File: config.mk
export PLATFORM = sky130hd
export DESIGN_NAME = uart_baud_controller
export DESIGN_NICKNAME = d
export VERILOG_FILES = /design/src/rtl/uart_baud_pkg.sv /design/src/rtl/uart_tick_divider.sv /design/src/rtl/uart_baud_controller.sv
export SDC_FILE = /design/constraint.sdc
export NUM_CORES = 1
export LEC_CHECK = 0
export CORE_ASPECT_RATIO = 1.2
export CORE_UTILIZATION = 25
export DETAILED_ROUTE_END_ITERATION = 10
export GPL_ROUTABILITY_DRIVEN = 0
export PLACE_DENSITY = 0.44
export SLEW_MARGIN = 10
export SYNTH_ARGS = -nofsm -noshare
export SYNTH_HDL_FRONTEND = slang
export SYNTH_SLANG_ARGS = --single-unit
File: constraint.sdc
create_clock -name clk -period 5.85 [get_ports clk]
set_input_delay 1.4625 -clock clk [delete_from_list [all_inputs] [get_ports clk]]
set_output_delay 1.4625 -clock clk [all_outputs]
set_load 0.01 [all_outputs]
File: src/rtl/uart_baud_pkg.sv
// Shared types and constants for the UART baud timebase: FSM state encoding,
// the default divisor width and the reset divisor computation.
package uart_baud_pkg;

    localparam int DIV_WIDTH_DEFAULT = 16;

    typedef enum logic [1:0] {
        ST_OFF   = 2'd0,
        ST_RUN   = 2'd1,
        ST_DRAIN = 2'd2,
        ST_LOAD  = 2'd3
    } state_t;

    // Clock cycles per x16 tick for a given baud; truncating, never below 1.
    function automatic int calc_default_div(input int clk_freq_hz, input int baud);
        int div;
        div = clk_freq_hz / (16 * baud);
        if (div < 1) begin
            div = 1;
        end
        return div;
    endfunction

endpackage

File: src/rtl/uart_tick_divider.sv
// Divisor counter plus 4-bit phase: produces the x16 oversampling strobe and
// the bit strobe that coincides with every 16th x16 strobe.
module uart_tick_divider
    import uart_baud_pkg::*;
#(
    parameter int DIV_WIDTH = DIV_WIDTH_DEFAULT
) (
    input  logic                 clk,
    input  logic                 rst,
    input  logic                 run,
    input  logic                 clear,
    input  logic [DIV_WIDTH-1:0] divisor,
    output logic                 tick_x16,
    output logic                 tick_bit
);

    logic [DIV_WIDTH-1:0] count_reg;
    logic [3:0]           phase_reg;

    // The strobe fires on the last count of a period, so the first tick lands
    // exactly divisor cycles after the cycle in which counting was (re)started.
    assign tick_x16 = run && !clear && (count_reg == divisor - DIV_WIDTH'(1));
    assign tick_bit = tick_x16 && (phase_reg == 4'd15);

    always_ff @(posedge clk or negedge rst) begin
        if (!rst) begin
            count_reg <= '0;
            phase_reg <= '0;
        end else if (clear || !run) begin
            count_reg <= '0;
            phase_reg <= '0;
        end else if (tick_x16) begin
            count_reg <= '0;
            phase_reg <= phase_reg + 4'd1;
        end else begin
            count_reg <= count_reg + DIV_WIDTH'(1);
        end
    end

endmodule

File: src/rtl/uart_baud_controller.sv
// UART baud timebase: owns the active divisor, accepts divisor changes over a
// valid/ready handshake and applies them only once both engines are idle.
module uart_baud_controller
    import uart_baud_pkg::*;
#(
    parameter int CLK_FREQ_HZ  = 100_000_000,
    parameter int DEFAULT_BAUD = 9600,
    parameter int DIV_WIDTH    = DIV_WIDTH_DEFAULT,
    parameter int DEFAULT_DIV  = calc_default_div(CLK_FREQ_HZ, DEFAULT_BAUD)
) (
    input  logic                 clk,
    input  logic                 rst,
    input  logic                 enable,
    input  logic                 cfg_valid,
    input  logic [DIV_WIDTH-1:0] cfg_divisor,
    output logic                 cfg_ready,
    output logic                 cfg_error,
    output logic                 cfg_done,
    input  logic                 tx_busy,
    input  logic                 rx_busy,
    output logic                 tick_x16,
    output logic                 tick_bit,
    output logic [DIV_WIDTH-1:0] active_divisor,
    output logic [1:0]           state_o
);

    state_t               state_reg;
    state_t               state_next;
    logic [DIV_WIDTH-1:0] active_div_reg;
    logic [DIV_WIDTH-1:0] pending_div_reg;
    logic                 capture;
    logic                 load;
    logic                 run;
    logic                 clear;

    always_ff @(posedge clk or negedge rst) begin
        if (!rst) begin
            state_reg       <= ST_OFF;
            active_div_reg  <= DIV_WIDTH'(DEFAULT_DIV);
            pending_div_reg <= '0;
        end else begin
            state_reg <= state_next;
            if (capture) begin
                pending_div_reg <= cfg_divisor;
            end
            if (load) begin
                active_div_reg <= pending_div_reg;
            end
        end
    end

    always_comb begin
        state_next = state_reg;
        cfg_ready  = 1'b0;
        cfg_error  = 1'b0;
        cfg_done   = 1'b0;
        capture    = 1'b0;
        load       = 1'b0;
        case (state_reg)
            ST_OFF: begin
                if (cfg_valid) begin
                    cfg_ready = 1'b1;
                    if (cfg_divisor == '0) begin
                        cfg_error = 1'b1;
                    end else begin
                        capture    = 1'b1;
                        state_next = ST_LOAD;
                    end
                end else if (enable) begin
                    state_next = ST_RUN;
                end
            end
            ST_RUN: begin
                // An accepted request always goes through DRAIN so it is never
                // lost; DRAIN itself exits at once when enable is low.
                if (cfg_valid && cfg_divisor != '0) begin
                    cfg_ready  = 1'b1;
                    capture    = 1'b1;
                    state_next = ST_DRAIN;
                end else begin
                    if (cfg_valid) begin
                        cfg_ready = 1'b1;
                        cfg_error = 1'b1;
                    end
                    if (!enable) begin
                        state_next = ST_OFF;
                    end
                end
            end
            ST_DRAIN: begin
                if ((!tx_busy && !rx_busy) || !enable) begin
                    state_next = ST_LOAD;
                end
            end
            ST_LOAD: begin
                load       = 1'b1;
                cfg_done   = 1'b1;
                state_next = enable ? ST_RUN : ST_OFF;
            end
            default: state_next = ST_OFF;
        endcase
    end

    assign run   = enable && (state_reg == ST_RUN || state_reg == ST_DRAIN);
    assign clear = (state_reg == ST_LOAD);

    uart_tick_divider #(
        .DIV_WIDTH (DIV_WIDTH)
    ) u_divider (
        .clk      (clk),
        .rst      (rst),
        .run      (run),
        .clear    (clear),
        .divisor  (active_div_reg),
        .tick_x16 (tick_x16),
        .tick_bit (tick_bit)
    );

    assign active_divisor = active_div_reg;
    assign state_o        = state_reg;

endmodule
== After elaboration in Yosys (flattened, before gate mapping) ==
Cells that the tools add are included.

* Bits in registers: 54
* Latch bits: 0
* Bits in writable memories: 0
* ROM bits: 0
* Input bits: 22
* Word-level logic and storage cells: 60
* Memories kept: 0

* $add $sub $neg: 3
* $mul: 0
* Div/mod/pow operators: 0
* Order comparisons: 0
* Equal/unequal tests: 9
* Shift operators: 0
* Multiplexer cells: 24
* Bitwise logic cells: 0
* Reduce and logical (&&, ||, !) cells: 19

{| class="wikitable"
|+ Operators by type and width
! cell !! count
|-
| $mux 16 || 2
|-
| $add 16x1->16 const B || 1
|-
| $eq 16x16->1 || 1
|-
| $logic_not 16->1 || 1
|-
| $reduce_bool 16->1 || 1
|-
| $sub 16x1->16 const B || 1
|-
| $mux 2 || 6
|-
| $mux 1 || 10
|-
| $ne 3x3->1 const B || 3
|-
| $mux 4 || 2
|-
| $pmux 2 s4 || 1
|-
| $logic_and 1x1->1 || 6
|-
| $pmux 1 s2 || 3
|-
| $logic_not 1->1 || 5
|-
| $add 4x1->4 const B || 1
|-
| $eq 2x2->1 const B || 2
|-
| $eq 4x4->1 const B || 1
|-
| $reduce_and 4->1 || 1
|-
| $logic_or 1x1->1 || 3
|-
| $eq 2x1->1 const B || 1
|-
| $logic_not 2->1 || 1
|-
| $ne 2x2->1 const B || 1
|-
| $reduce_bool 2->1 || 1
|}

== Logic depth before layout (Yosys ltp) ==
* Word-level depth: 7
* Gate-level depth with buffers: 13
* Gate-level depth less buffers: 9

== By module ==
Synthesis repeated with hierarchy kept, for this count alone.

* Cell total of the unflattened synthesis: 298
* Area, all modules: 3185.6 µm²

{| class="wikitable"
|+ Modules (own cells, without submodules)
! module !! instances !! cells each !! area an instance (µm²) !! sequential area each (µm²)
|-
| uart_tick_divider || 1 || 195 || 1679.1 || 500.5
|-
| uart_baud_controller || 1 || 103 || 1506.4 || 857.1
|}

== Worst setup path after synthesis ==
OpenSTA, ideal clock, no wires.

* Kind: flip-flop to output port
* Start: register active_div_reg[0] (netlist: active_divisor[0])
* End: output tick_bit
* Arrival time: 2.789 ns
* Required time: 4.388 ns
* Slack: 1.598 ns
* Cell stages (with the launch flop): 10
* Path buffers: 1
* Path through: dfstp_2 clkbuf_1 inv_1 ha_1 xnor2_1 or4_1 nor4_4 nand4_4 nor2_1 and4_1

* Word-level cells in the longest chain between the ends: 4

{| class="wikitable"
|+ Ends and longest elaborated chain
! what !! RTL line !! source
|-
| start, declared || uart_baud_controller.sv:29 || <nowiki>logic [DIV_WIDTH-1:0] active_div_reg;</nowiki>
|-
| start signal, assigned || uart_baud_controller.sv:39 || <nowiki>active_div_reg <= DIV_WIDTH'(DEFAULT_DIV);</nowiki>
|-
| start signal, assigned || uart_baud_controller.sv:47 || <nowiki>active_div_reg <= pending_div_reg;</nowiki>
|-
| $sub 16x1->16 || uart_tick_divider.sv:22 || <nowiki>assign tick_x16 = run && !clear && (count_reg == divisor - DIV_WIDTH'(1));</nowiki>
|-
| $eq 16x16->1 || uart_tick_divider.sv:22 ||
|-
| $logic_and 1x1->1 || uart_tick_divider.sv:22 ||
|-
| named net tick_x16 || uart_baud_controller.sv:21 || <nowiki>output logic tick_x16,</nowiki>
|-
| $logic_and 1x1->1 || uart_tick_divider.sv:23 || <nowiki>assign tick_bit = tick_x16 && (phase_reg == 4'd15);</nowiki>
|-
| end, declared || uart_baud_controller.sv:22 || <nowiki>output logic tick_bit,</nowiki>
|}

The timed path passes the listed nets, and every way through them passes these cells.

== Worst setup path in the final report ==
* Start: register active_div_reg[0] (netlist: active_divisor[0])
* End: output tick_bit

* Word-level cells in the longest chain between the ends: 4

{| class="wikitable"
|+ Ends and longest elaborated chain
! what !! RTL line
|-
| $sub 16x1->16 || uart_tick_divider.sv:22
|-
| $eq 16x16->1 || uart_tick_divider.sv:22
|-
| $logic_and 1x1->1 || uart_tick_divider.sv:22
|-
| $logic_and 1x1->1 || uart_tick_divider.sv:23
|}

Every way passes these cells.

==> impl_metrics.ini <==
[outcome]
status = completed

[synth]
synth-seq-cells = 54
syn_inst = 288
syn_area_um2 = 3028
synth_flop_cell = dfrtp_1
synth_edf_count = 0
synth.largest_area_cell = dfrtp_1
syn_avg_cell_area_um2 = 10.51
synth-seq-area-share_pct = 44.83
async_flop_share_pct = 100.0
syn_nets = 317
yosysUniqueCellTypes = 46
synth.top_cells.by_count = 49 x dfrtp_1, 30 x nor2_1, 29 x mux2_2, 18 x xor2_1, 17 x xnor2_1
synth_top_area_share_pct = 40.50
ys_top_cells_by_area = dfrtp_1 40%, mux2_2 11%, xor2_1 5.2%, xnor2_1 4.9%, dfstp_2 4.3%
yosysMostFrequentCell = dfrtp_1
yosysWarnings = 0

[pwr]
ir_drop_mv = 0.2107
leakage_nw = 1.457
power_w = 0.001742
power_density_nw_per_um2 = 462.9

[layout]
final_cells = 487
n_antenna_cell = 0
area_delta_synth_final_pct = 24.26
drive_gt1_share_pct = 16.06
nFillCells = 1215
post-route-util_pct = 32.23
final_nets = 358

[timing]
final-hold-violation-count = 0
tightest_slew_ns = 0.9244
rsz0062_at_grt = false
slew_headroom_pct = 38.38
fin_tns_setup_ns = 0
final.period_utilization_pct = 89.30
fin_skew_ns = 0.007162
max_freq_mhz = 191.4
slew_viol_final = 0
setup_viol = 0
finalCriticalPeriod_ns = 5.224
setup_ws_ns = 0.6261

[clock_network]
post_cts_buffers = 0
cts_made_buffers = 5
tritoncts = yes
cts_num_sinks = 54
cts_resized = 0
clk_latency_ns = 0.30
ctsHoldBuffers = 0
htreeDepth = 2
cts_buffer_depth = 2
cts_root_buf = clkbuf_16
clk_pin_slew_ns = 0.07

[setup_path]
cp.buffers_inverters = 2
crit_family = simple AND/OR/NAND/NOR gates
max_stage_delay_ns = 0.56
critical_path.slowest_cell = or3b_2
crit_chain = inv_1 > ha_1 > or3b_2 > or4_4 > nand3b_4 > a32oi_2 > nand4_4 > nor2_1 > and4_1 > clkdlybuf4s50_1
worstSetupPathType = reg -> out
cp-start-kind = flip-flop
worstSetupEndpointType = output port
required_ns = 4.39
crit_arrival_ns = 3.76
crit_fanout = 11

[flow_run]
max_cap_violations = 0

[placed_design]
place.port_buffers = 44
dpl.cell_count = 479
dpl_worst_slack_ns = 0.8852
dp_hpwl_mm = 5.412

[drt]
vias = 2245
drc = 0
initialDrtViolationCount = 131
drt-pass1-iter-count = 4
antenna_left = 0
wl_per_cell_um = 14.71
via_per_inst = 4.610
wl_mm = 7.165

[floorplanning]
std_cell_rows = 43
ios = 45
die_w_um = 102.5
core_um2 = 11670
die_y_um = 122.6
start_util_pct = 25.94
dieArea_um2 = 12560

[hold_path]
hold_path.class = reg -> reg

[global_routing]
grt_max_degree = 55
antenna_found_initial = 0
grt_overflow = 0
grt_use_total_pct = 12.32
grt_pass1_vias = 2190
grt_first_pass_wirelength_mm = 11.65
[kinds of logic (layout without fill, tap and decap cells)]
logic type | count (synthesis) | after routing | share of synthesized area (%)
and+or+nand+nor | 101 | 101 | 19.55
DFF | 54 | 54 | 44.83
AOI/OAI and AO/OA | 36 | 36 | 7.521
xor gates and xnor gates | 35 | 35 | 10.12
muxes | 32 | 32 | 11.78
buffers and inverters | 23 | 65 | 3.306
adders and majority gates | 7 | 7 | 2.892
[metal layers]
layer | part of all wire, % | global-route usage [%]
met1 | 46 | 15.95
met2 | 50 | 20.17
met3 | 2.7 | 2.563
met4 | 1.5 | 4.286
met5 | 0 | 0
[cells in the final DEF (no fill, tap or decap), types with 2 or more instances in the layout]
master and count:
mux2i_1 3, a31oi_1 3, inv_1 11, nand2_1 15, or4_1 4, nor3b_1 2, or3b_2 2, nand4_1 4
xor2_1 18, ha_1 7, a22oi_1 2, nand2b_1 3, nand3b_1 3, a21oi_1 7, and3_1 3, o21ai_0 13
dfstp_2 5, nor4_1 6, and4_1 2, clkdlybuf4s50_1 43, or3_1 3, nor4_4 2, nand3_1 9, buf_4 2
nor2_1 30, dfrtp_1 49, and2_1 2, clkbuf_16 5, nor3_1 6, o211ai_1 3, xnor2_1 17, mux2_2 29
[path summary, 6_finish.rpt]
kind | from | endpoint | slack [ns] | depth (start not counted)
setup / recovery | active_divisor[0] | tick_bit | 0.63 | 10
hold / removal | pending_div_reg[14] | active_divisor[14] | 0.48 | 2
setup reg to reg | active_divisor[0] | u_divider.count_reg[14] | 2.45 | 9
hold reg to reg | pending_div_reg[14] | active_divisor[14] | 0.48 | 2
max in group asynchronous | rst | active_divisor[8] | 4.08 | 2
min in group asynchronous | rst | u_divider.phase_reg[2] | 1.28 | 2
[cell type report]
type,count,area [um^2],share of cell area (%)
inverters,11,41.29,1.097
multi-input cells,211,1570,41.74
clock inverters,3,21.27,0.5653
flip-flops and latches,54,1358,36.08
clock buffers,5,125.1,3.326
repair buffers,46,450.4,11.97
well taps,157,196.4,5.221
[power by group]
group          internal (W)  switching (W)
logic              0.000405       0.000367
registers          0.000513       0.000154
clock network      0.000159       0.000144
total               0.00108       0.000664
[worst register-to-register path: cells and delay by family, from the launching register on]
kind	cells	cell delay [ns]
AO/OA/AOI/OAI	1	0.22
buffers and inverters	1	0.09
flip-flops	1	0.42
AND/OR/NAND/NOR	6	2.11
adder cells (fa/ha/maj)	1	0.42
[through the flow]
stage	cell area [um^2]	hold slack (ns)
floorplan	3028	0.4492
global placement	3616	0.4717
detailed placement	3616	0.4736
CTS	3762	0.4950
global route	3762	0.5291
finish	3762	0.4836
Note: power is estimated with default switching activity, not from simulation.
